## src/rtl/rot_coord_gen_pkg.sv

```systemverilog
// Shared definitions for the rotated-coordinate generator.
//   - FSM state encoding
//   - fractional bits, coefficient / accumulator / coordinate widths
//   - signed container types and a coefficient sign-extension helper
package rot_coord_gen_pkg;

    localparam int FRAC_BITS = 10;   // fractional bits of coefficients and coordinates
    localparam int COEF_W    = 12;   // signed Q1.10 rotation coefficient
    localparam int ACC_W     = 24;   // signed Q13.10 accumulator
    localparam int COORD_W   = 11;   // unsigned pixel coordinate

    typedef logic signed [COEF_W-1:0] coef_t;
    typedef logic signed [ACC_W-1:0]  acc_t;

    typedef enum logic [1:0] {
        ST_IDLE     = 2'd0,
        ST_SETUP    = 2'd1,
        ST_RUN      = 2'd2,
        ST_LINE_GAP = 2'd3
    } state_t;

    // Widen a coefficient to accumulator width, keeping its sign.
    function automatic acc_t sext_coef(input coef_t c);
        return acc_t'(c);
    endfunction

endpackage

```

## src/rtl/rot_setup_mult.sv

```systemverilog
// Pair of signed 12x12 multipliers with registered 24-bit products.
// Used while the row-start accumulators are being set up.
// Ports:
//   clk, rst_n    clock, asynchronous active-low reset
//   a0,b0 / a1,b1 signed operand pairs
//   p0 / p1       registered products a0*b0 and a1*b1
module rot_setup_mult
    import rot_coord_gen_pkg::*;
(
    input  logic  clk,
    input  logic  rst_n,
    input  coef_t a0,
    input  coef_t b0,
    input  coef_t a1,
    input  coef_t b1,
    output acc_t  p0,
    output acc_t  p1
);

    // Product registers; operands widened first so the full product is kept.
    always_ff @(posedge clk or negedge rst_n) begin
        if (!rst_n) begin
            p0 <= {ACC_W{1'b0}};
            p1 <= {ACC_W{1'b0}};
        end else begin
            p0 <= acc_t'(a0) * acc_t'(b0);
            p1 <= acc_t'(a1) * acc_t'(b1);
        end
    end

endmodule

```

## src/rtl/rot_coord_gen.sv

```systemverilog
// Rotated source-coordinate generator for a bilinear rotation engine.
// For every output pixel (x,y) of an H_ACT x V_ACT frame it produces the
// integer top-left neighbour and fractional weights of the rotated source
// point, plus an inside flag, under a valid/ready handshake.
// Ports:
//   i_clk, i_reset      clock, asynchronous active-low reset
//   i_start             frame-start pulse (taken only when idle)
//   iv_cos, iv_sin      signed Q1.10 coefficients, latched on start
//   iv_cx, iv_cy        rotation centre, latched on start
//   i_ready             downstream accepts the current output
//   o_valid, o_hsyn     output valid (identical signals)
//   ov_x0, ov_y0        integer neighbour coordinate (0 when outside)
//   ov_fx, ov_fy        fractional weights 0..1023 (0 when outside)
//   o_inside            all four neighbours inside the source image
//   o_frame_done        one-cycle pulse after the last pixel is accepted
module rot_coord_gen
    import rot_coord_gen_pkg::*;
#(
    parameter int H_ACT = 640,
    parameter int V_ACT = 480,
    parameter int FRAC  = FRAC_BITS
) (
    input  logic               i_clk,
    input  logic               i_reset,
    input  logic               i_start,
    input  coef_t              iv_cos,
    input  coef_t              iv_sin,
    input  logic [COORD_W-1:0] iv_cx,
    input  logic [COORD_W-1:0] iv_cy,
    input  logic               i_ready,
    output logic               o_valid,
    output logic [COORD_W-1:0] ov_x0,
    output logic [COORD_W-1:0] ov_y0,
    output logic [COORD_W-1:0] ov_fx,
    output logic [COORD_W-1:0] ov_fy,
    output logic               o_inside,
    output logic               o_hsyn,
    output logic               o_frame_done
);

    localparam int INT_W = ACC_W - FRAC;
    localparam logic [COORD_W-1:0] X_LAST  = COORD_W'(H_ACT - 1);
    localparam logic [COORD_W-1:0] Y_LAST  = COORD_W'(V_ACT - 1);
    localparam logic [COORD_W-1:0] CNT_ONE = COORD_W'(1);
    localparam logic signed [INT_W-1:0] X_MAX = INT_W'(H_ACT - 2);
    localparam logic signed [INT_W-1:0] Y_MAX = INT_W'(V_ACT - 2);

    state_t             state_r, state_nxt_s;
    logic               setup_cnt_r;
    coef_t              cos_r, sin_r;
    logic [COORD_W-1:0] cx_r, cy_r;
    acc_t               xr_r, yr_r, xs_r, ys_r;
    logic [COORD_W-1:0] x_cnt_r, y_cnt_r;

    coef_t              ma0_s, mb0_s, ma1_s, mb1_s;
    acc_t               prod0_s, prod1_s;
    acc_t               cx_fix_s, cy_fix_s, xr_init_s, yr_init_s;
    logic signed [INT_W-1:0] ix_s, iy_s;
    logic               inside_s;
    logic               accept_s, gen_s, eol_s, eof_s;

    // Operand select: the first product pair is issued straight from the
    // inputs in the start cycle, so both pairs are ready by the end of SETUP.
    always_comb begin
        if (state_r == ST_IDLE) begin
            ma0_s = iv_cos;  mb0_s = {1'b0, iv_cx};
            ma1_s = iv_sin;  mb1_s = {1'b0, iv_cy};
        end else begin
            ma0_s = sin_r;   mb0_s = {1'b0, cx_r};
            ma1_s = cos_r;   mb1_s = {1'b0, cy_r};
        end
    end

    rot_setup_mult u_mult (
        .clk   (i_clk),
        .rst_n (i_reset),
        .a0    (ma0_s),
        .b0    (mb0_s),
        .a1    (ma1_s),
        .b1    (mb1_s),
        .p0    (prod0_s),
        .p1    (prod1_s)
    );

    // Row-start values: SETUP cycle 0 sees cos*cx, sin*cy; cycle 1 sees sin*cx, cos*cy.
    assign cx_fix_s  = {{(ACC_W-COORD_W-FRAC){1'b0}}, cx_r, {FRAC{1'b0}}};
    assign cy_fix_s  = {{(ACC_W-COORD_W-FRAC){1'b0}}, cy_r, {FRAC{1'b0}}};
    assign xr_init_s = cx_fix_s - prod0_s - prod1_s;
    assign yr_init_s = cy_fix_s + prod0_s - prod1_s;

    // Integer part (floor) of the current source point and inside test.
    assign ix_s     = xs_r[ACC_W-1:FRAC];
    assign iy_s     = ys_r[ACC_W-1:FRAC];
    assign inside_s = (ix_s >= $signed({INT_W{1'b0}})) && (ix_s <= X_MAX) &&
                      (iy_s >= $signed({INT_W{1'b0}})) && (iy_s <= Y_MAX);

    assign accept_s = o_valid & i_ready;
    assign o_hsyn   = o_valid;

    // FSM state register.
    always_ff @(posedge i_clk or negedge i_reset) begin
        if (!i_reset) begin
            state_r <= ST_IDLE;
        end else begin
            state_r <= state_nxt_s;
        end
    end

    // Next state and datapath strobes. gen_s loads a new pixel into the
    // output register (first pixel of a line, or after an accept).
    always_comb begin
        state_nxt_s = state_r;
        gen_s       = 1'b0;
        eol_s       = 1'b0;
        eof_s       = 1'b0;
        case (state_r)
            ST_IDLE: begin
                if (i_start) state_nxt_s = ST_SETUP;
                else         state_nxt_s = ST_IDLE;
            end
            ST_SETUP: begin
                if (setup_cnt_r) state_nxt_s = ST_RUN;
                else             state_nxt_s = ST_SETUP;
            end
            ST_RUN: begin
                if (!o_valid) begin
                    gen_s = 1'b1;
                end else if (accept_s) begin
                    if (x_cnt_r == X_LAST) begin
                        if (y_cnt_r == Y_LAST) begin
                            eof_s       = 1'b1;
                            state_nxt_s = ST_IDLE;
                        end else begin
                            eol_s       = 1'b1;
                            state_nxt_s = ST_LINE_GAP;
                        end
                    end else begin
                        gen_s = 1'b1;
                    end
                end else begin
                    gen_s = 1'b0;  // stalled: everything holds
                end
            end
            ST_LINE_GAP: state_nxt_s = ST_RUN;
            default:     state_nxt_s = ST_IDLE;
        endcase
    end

    // Coefficient latch, accumulators, pixel counters and output registers.
    always_ff @(posedge i_clk or negedge i_reset) begin
        if (!i_reset) begin
            setup_cnt_r  <= 1'b0;
            cos_r        <= {COEF_W{1'b0}};
            sin_r        <= {COEF_W{1'b0}};
            cx_r         <= {COORD_W{1'b0}};
            cy_r         <= {COORD_W{1'b0}};
            xr_r         <= {ACC_W{1'b0}};
            yr_r         <= {ACC_W{1'b0}};
            xs_r         <= {ACC_W{1'b0}};
            ys_r         <= {ACC_W{1'b0}};
            x_cnt_r      <= {COORD_W{1'b0}};
            y_cnt_r      <= {COORD_W{1'b0}};
            o_valid      <= 1'b0;
            ov_x0        <= {COORD_W{1'b0}};
            ov_y0        <= {COORD_W{1'b0}};
            ov_fx        <= {COORD_W{1'b0}};
            ov_fy        <= {COORD_W{1'b0}};
            o_inside     <= 1'b0;
            o_frame_done <= 1'b0;
        end else begin
            o_frame_done <= eof_s;
            if (state_r == ST_IDLE && i_start) begin
                cos_r       <= iv_cos;
                sin_r       <= iv_sin;
                cx_r        <= iv_cx;
                cy_r        <= iv_cy;
                setup_cnt_r <= 1'b0;
            end else if (state_r == ST_SETUP) begin
                setup_cnt_r <= ~setup_cnt_r;
                if (!setup_cnt_r) begin
                    xr_r <= xr_init_s;
                end else begin
                    yr_r    <= yr_init_s;
                    xs_r    <= xr_r;
                    ys_r    <= yr_init_s;
                    x_cnt_r <= {COORD_W{1'b0}};
                    y_cnt_r <= {COORD_W{1'b0}};
                end
            end else if (gen_s) begin
                o_valid  <= 1'b1;
                o_inside <= inside_s;
                ov_x0    <= inside_s ? ix_s[COORD_W-1:0] : {COORD_W{1'b0}};
                ov_y0    <= inside_s ? iy_s[COORD_W-1:0] : {COORD_W{1'b0}};
                ov_fx    <= inside_s ? {{(COORD_W-FRAC){1'b0}}, xs_r[FRAC-1:0]} : {COORD_W{1'b0}};
                ov_fy    <= inside_s ? {{(COORD_W-FRAC){1'b0}}, ys_r[FRAC-1:0]} : {COORD_W{1'b0}};
                xs_r     <= xs_r + sext_coef(cos_r);
                ys_r     <= ys_r - sext_coef(sin_r);
                // The first pixel of a line is loaded with o_valid low and keeps x=0.
                if (o_valid) x_cnt_r <= x_cnt_r + CNT_ONE;
            end else if (eol_s) begin
                o_valid <= 1'b0;
                xr_r    <= xr_r + sext_coef(sin_r);
                yr_r    <= yr_r + sext_coef(cos_r);
                xs_r    <= xr_r + sext_coef(sin_r);
                ys_r    <= yr_r + sext_coef(cos_r);
                x_cnt_r <= {COORD_W{1'b0}};
                y_cnt_r <= y_cnt_r + CNT_ONE;
            end else if (eof_s) begin
                o_valid <= 1'b0;
                x_cnt_r <= {COORD_W{1'b0}};
                y_cnt_r <= {COORD_W{1'b0}};
            end else begin
                o_valid <= o_valid;
            end
        end
    end

endmodule

```

## config.mk

```make
export PLATFORM = sky130hd
export DESIGN_NAME = rot_coord_gen
export DESIGN_NICKNAME = d
export VERILOG_FILES = /design/src/rtl/rot_coord_gen_pkg.sv /design/src/rtl/rot_setup_mult.sv /design/src/rtl/rot_coord_gen.sv
export SDC_FILE = /design/constraint.sdc
export NUM_CORES = 2
export LEC_CHECK = 0
export ABC_AREA = 1
export BUFFER_PORTS_ARGS = -buffer_cell sky130_fd_sc_hd__buf_2
export CAP_MARGIN = 20
export CORE_UTILIZATION = 30
export DETAILED_ROUTE_END_ITERATION = 16
export PLACE_DENSITY_LB_ADDON = 0.1
export RECOVER_POWER = 100
export SLEW_MARGIN = 40
export SYNTH_ARGS = -nofsm -noshare
export SYNTH_HDL_FRONTEND = slang
export SYNTH_SLANG_ARGS = --single-unit
export TNS_END_PERCENT = 20
```

## constraint.sdc

```tcl
create_clock -name i_clk -period 7.2 [get_ports i_clk]
set_input_delay 0.36 -clock i_clk [delete_from_list [all_inputs] [get_ports i_clk]]
set_output_delay 0.36 -clock i_clk [all_outputs]
set_load 0.01 [all_outputs]
```

# Yosys cells after proc, flatten, opt, wreduce, memory -nomap -nowiden

Index checks and enable logic that the tools add are counted.
W data, S select, Z words.

Flip-flop bits (word level): 262
Input bits: 50
Output and inout port bits: 48
Logic and storage cells: 128

Add/sub/neg operators: 10
$mul: 2
$lt $le $gt $ge: 4
Equality and inequality tests: 12
Multiplexer cells: 56
Bitwise gates (word level): 4
Reduce and logical (&&, ||, !) cells: 19

Operators by type and width:

| kind                    | count |
|---|---|
| $mux W24                | 13 |
| $mux W11                | 13 |
| $add A24 B12 Y24        | 3 |
| $mul A12 B12 Y24        | 2 |
| $sub A24 B24 Y24        | 2 |
| $ge A14 B1 Y1 const B   | 2 |
| $add A22 B24 Y24        | 1 |
| $mux W12                | 2 |
| $sub A22 B24 Y24        | 1 |
| $sub A24 B12 Y24        | 1 |
| $add A11 B1 Y11 const B | 2 |
| $mux W1                 | 20 |
| $mux W10                | 2 |
| $reduce_and A4 Y1       | 4 |
| $le A14 B10 Y1 const B  | 1 |
| $le A14 B11 Y1 const B  | 1 |
| $reduce_and A3 Y1       | 4 |
| $eq A11 B10 Y1 const B  | 1 |
| $eq A11 B9 Y1 const B   | 1 |
| $mux W2                 | 5 |
| $ne A2 B2 Y1 const B    | 5 |
| $reduce_bool A3 Y1      | 3 |
| $pmux W2 S4             | 1 |
| $eq A2 B2 Y1 const B    | 2 |
| other kinds (9)         | 15 |

# Longest topological paths before layout

Word-level depth: 10
Gate-level depth with buffers: 29
Gate-level depth less buffers: 27

# Hierarchy

From an unflattened synthesis, not the netlist that was laid out.

Cells, all modules: 4792
Area total of the unflattened synthesis: 32930.3 sq um

Modules (own cells, without submodules):

| module         | instances | cells each | area an instance (sq um) |
|---|---|---|---|
| rot_coord_gen  | 1         | 3176       | 20109.3 |
| rot_setup_mult | 1         | 1616       | 12821.0 |

# Least setup slack after synthesis

No wires, ideal clock.

Path type: reg-to-reg
Start: reg cos_r[11]
End: reg u_mult.p1[23]
Library setup time: 0.080 ns
Arrival time: 5.673 ns
Data required time: 7.120 ns
Path slack: 1.446 ns
Stages on the path, launching flop included: 20
Buffers on the path: 0
Path through: dfrtp_1 inv_1 o21ai_0 clkinv_1 nor2_1 inv_1 fa_1 inv_1 fa_1 inv_1 fa_1 fa_1 fa_1 inv_1 ha_1 inv_1 nor3_1 nand2_1 o311ai_0 xnor2_1

Word-level cells in the longest chain between the ends: 2

Ends and longest elaborated chain:

| what                   | line                 | text |
|---|---|---|
| from (decl)            | rot_coord_gen.sv:50  | `coef_t cos_r, sin_r;` |
| from (signal assigned) | rot_coord_gen.sv:153 | `cos_r <= {COEF_W{1'b0}};` |
| from (signal assigned) | rot_coord_gen.sv:173 | `cos_r <= iv_cos;` |
| $mux W12               | rot_coord_gen.sv:65  | `if (state_r == ST_IDLE) begin` |
| $mul A12 B12 Y24       | rot_setup_mult.sv:27 | `p1 <= acc_t'(a1) * acc_t'(b1);` |
| to (signal assigned)   | rot_setup_mult.sv:24 | `p1 <= {ACC_W{1'b0}};` |
| to (signal assigned)   | rot_setup_mult.sv:27 |  |
| to (decl)              | rot_setup_mult.sv:17 | `output acc_t p1` |

No other way between the ends.
A chain may end at the register's enable or synchronous reset.

# Worst setup path in the final report

Start: reg state_r[0]
End: reg u_mult.p0[19]

Word-level cells in the longest chain between the ends: 3
Elaborated cells on any way between the ends: 4
Those cells by class: mul: 1; mux: 2; reduce/logical: 1

Ends and longest elaborated chain:

| what                                 | line                 | text |
|---|---|---|
| from (decl)                          | rot_coord_gen.sv:48  | `state_t state_r, state_nxt_s;` |
| from (signal assigned)               | rot_coord_gen.sv:105 | `state_r <= state_nxt_s;` |
| $logic_not A2 Y1 *                   | rot_coord_gen.sv:65  |  |
| $mux W12 or $mux W11 (tied branches) | rot_coord_gen.sv:65  |  |
| $mul A12 B12 Y24 *                   | rot_setup_mult.sv:26 | `p0 <= acc_t'(a0) * acc_t'(b0);` |
| to (signal assigned)                 | rot_setup_mult.sv:23 | `p0 <= {ACC_W{1'b0}};` |
| to (signal assigned)                 | rot_setup_mult.sv:26 |  |
| to (decl)                            | rot_setup_mult.sv:16 | `output acc_t p0,` |

Mark *: on every way between the ends. The rest lies on a longest branch, timed or not.

==> flow_summary.json <==
{
  "status": "complete, but fails checks",
  "violations": "design-rule violations, max-capacitance violations, max-slew violations",
  "leakage_nw": 19.8,
  "cp.arrival_ns": 7.12,
  "hold_buffers": 4,
  "grt_pass1_vias": 29205,
  "final_cell_mix": "nand2_1 (1257), inv_1 (928), nor2_1 (413)",
  "hp-start": "iv_cy[2]",
  "cts_buffer_depth": 3,
  "skew_ns": 0.0389,
  "ys_seq_area_frac": 0.203,
  "final_max_slew_viol_count": 448,
  "synth-edff-count": 0,
  "cp_max_fo": 29,
  "layout_min_cycle_time_ns": 6.65,
  "vias": 28895,
  "seq_area_sq_um": 6510,
  "diodes": 0,
  "final_common_cell": "nand2_1",
  "fp.dieH_um": 329,
  "async_flop_share": 1.00,
  "multi_input_area_sq_um": 21500,
  "min_period_over_period": 0.924,
  "final_core_util": 0.335,
  "ys.warnings.count": 0,
  "die_area_sq_um": 108000,
  "cts_resized": 0,
  "synthFlopType": "dfrtp_1",
  "final-hold-violation-count": 0,
  "drtIter0Drc": 1785,
  "start_util": 0.303,
  "syn_area_per_cell_sq_um": 6.97,
  "maxCapViolations": 8,
  "overflow": 0,
  "core-area_sq_um": 106000,
  "placed_area_sq_um": 34200,
  "antenna_found_initial": 2,
  "fin_setup_tns_ns": 0,
  "drt_pass1_iterations": 11,
  "end_kind": "register",
  "grt_pass1_wl_um": 180000,
  "comb_power_share": 0.160,
  "fin_ws_ns": 0.549,
  "power.internal_mw": 2.98,
  "criticalPathCategory": "register to register",
  "io_pins": 98,
  "cts_buffers": 39,
  "cts-root-buf": "clkbuf_16",
  "ys_ff_latch": 260,
  "place.gp.congestion": 0.932,
  "clk_pin_slew_ns": 0.06,
  "r2r_end": "u_mult.p0[19]",
  "drive_gt1_frac": 0.0387,
  "numPortBuffers": 95,
  "worst_pin_slew_ns": 4.51,
  "finalNetCount": 5299,
  "power_mw": 4.36,
  "drtAntennaViolNets": 0,
  "seq_power_share": 0.360,
  "highest_layer": "met4",
  "routed_wl_um": 117000,
  "netlist_instances": 4603,
  "p_sw_frac": 0.316,
  "timing.fmax_mhz": 150,
  "syn_to_final_growth_pct": 10.5,
  "cp_data_required_time_ns": 7.67,
  "wire_per_inst_um": 19.2,
  "slew_headroom": -2.00,
  "fillers": 11715,
  "rr_worst_depth": 24,
  "ir_drop_mv": 0.135,
  "min_path_cells": 3,
  "hold_path_end": "cy_r[2]",
  "r2r_slack_ns": 0.55,
  "p_sw_mw": 1.38,
  "wl_met2_um": 51900,
  "cts_tree": "yes",
  "yosysUniqueCellTypes": 52,
  "drc": 11,
  "cts_sinks": 260,
  "pwr-share-clk": 0.480,
  "power.density_nw_per_um2": 123,
  "die_width_um": 329,
  "htreeDepth": 2,
  "hold_class": "input port to register",
  "met3_length_um": 4810,
  "fin_area_sq_um": 35400,
  "r2r_start": "state_r[0]",
  "hpwl_um": 97000,
  "rsz0062_at_grt": "false",
  "startpoint_type": "register",
  "grt_max_degree": 99,
  "netlist_area_sq_um": 32100,
  "num_rows": 119,
  "clk_latency_ns": 0.61,
  "grtUsageTotal": 0.219,
  "drt-met1-wl_um": 58400,
  "setup_viol_count_final": 0,
  "via_per_inst": 4.72,
  "place_ws_ns": 0.583,
  "post_cts_buffers": 0
}
==> metrics by stage <==
stage / hold WS [ns] / std cells
2_1_floorplan: 0.0644 / 4604
3_3_place_gp: 0.396 / 6047
3_5_place_dp: 0.396 / 6047
4_1_cts: 0.00113 / 6121
5_1_grt: 0.0403 / 6121
6_report: 0.0319 / 6121
==> power by group through the flow <==
stage / clock network [mW] / logic (mW) / registers [mW]
6_report: 2.09 / 0.698 / 1.57
5_1_grt: 2.21 / 0.806 / 1.57
4_1_cts: 2.17 / 0.707 / 1.57
3_5_place_dp: 0 / 0.702 / 1.59
3_3_place_gp: 0 / 0.703 / 1.59
2_1_floorplan: 0 / 0.487 / 1.56
==> synth_stat cells, drive strengths merged (14+ instances only) <==
master | count | area (sq um)
nand3b | 24 | 180
a31oi | 27 | 169
nand3 | 302 | 1520
inv | 929 | 3490
xnor2 | 43 | 377
o211ai | 14 | 105
xor2 | 57 | 499
buf | 54 | 365
nand2 | 1261 | 4760
nor3 | 39 | 200
nor2 | 419 | 1600
nand4 | 54 | 353
fa | 278 | 5570
o21ai | 214 | 1100
o21bai | 17 | 128
clkbuf | 38 | 143
ha | 270 | 3380
a21oi | 244 | 1250
dfrtp | 260 | 6510
==> critical path: stages (launching register included) <==
cell and delay (ns):
dfrtp_1 0.45, nor2_4 0.44, buf_4 0.39, nand2_1 0.07, o21ai_0 0.34, clkinv_1 0.57
nand2_1 0.22, fa_1 0.43, fa_1 0.50, fa_1 0.54, inv_1 0.05, fa_1 0.48
inv_1 0.05, fa_1 0.47, inv_1 0.04, ha_1 0.34, a21oi_1 0.29, nor2_1 0.07
nor2_1 0.19, nor2_1 0.06, nor2_1 0.08, o21ai_0 0.13, nand3_1 0.10, nand2_1 0.06
xor2_1 0.14
==> layer usage <==
layer / track usage / vias up
met5: 0 / -
met4: 0.0441 / 0
met3: 0.0245 / 95
met2: 0.349 / 501
met1: 0.317 / 13804
li1: - / 14495
==> area by class of cell <==
| class | instances | area share |
|---|---|---|
| Timing Repair Buffer | 148 | 0.0226 |
| Sequential cell | 260 | 0.184 |
| Tap cell | 1391 | 0.0491 |
| Clock buffer | 53 | 0.0307 |
| Inverter | 934 | 0.0989 |
| Clock inverter | 17 | 0.00773 |
| Multi-Input combinational cell | 3318 | 0.607 |
==> logic make-up (layout without fill, tap and decap cells) <==
kind of cell	count (synthesis)	in the layout	synth area share
adder cells (fa/ha/maj)	548	548	0.279
other	1	2	0.000117
AO/OA/AOI/OAI	540	540	0.0917
buffers and inverters	1026	1152	0.125
flip-flops	260	260	0.203
XOR/XNOR	100	100	0.0273
AND/OR/NAND/NOR	2128	2128	0.274
==> sequential cells by signal, indices dropped and copies added, names as in the netlist, 11 cells and up <==
signal / flops
cx_r: 11
cy_r: 11
xs_r: 24
y_cnt_r: 11
yr_r: 24
x_cnt_r: 11
xr_r: 24
u_mult.p1: 24
ys_r: 24
ov_y0: 11
sin_r: 12
cos_r: 12
ov_x0: 11
u_mult.p0: 24
==> worst max-delay path by stage <==
| stage | slack (ns) | end | depth (start not counted) | startpoint |
|---|---|---|---|---|
| floorplan | 1.45 | u_mult.p1[23] | 19 | cos_r[11] |
| global placement | 0.55 | u_mult.p0[19] | 24 | state_r[0] |
| detailed placement | 0.58 | u_mult.p0[23] | 22 | state_r[0] |
| CTS | 0.55 | u_mult.p0[23] | 22 | state_r[0] |
| global route | 0.06 | u_mult.p0[22] | 21 | state_r[0] |
| finish | 0.55 | u_mult.p0[19] | 24 | state_r[0] |
Power figures use the tool's default switching activity.
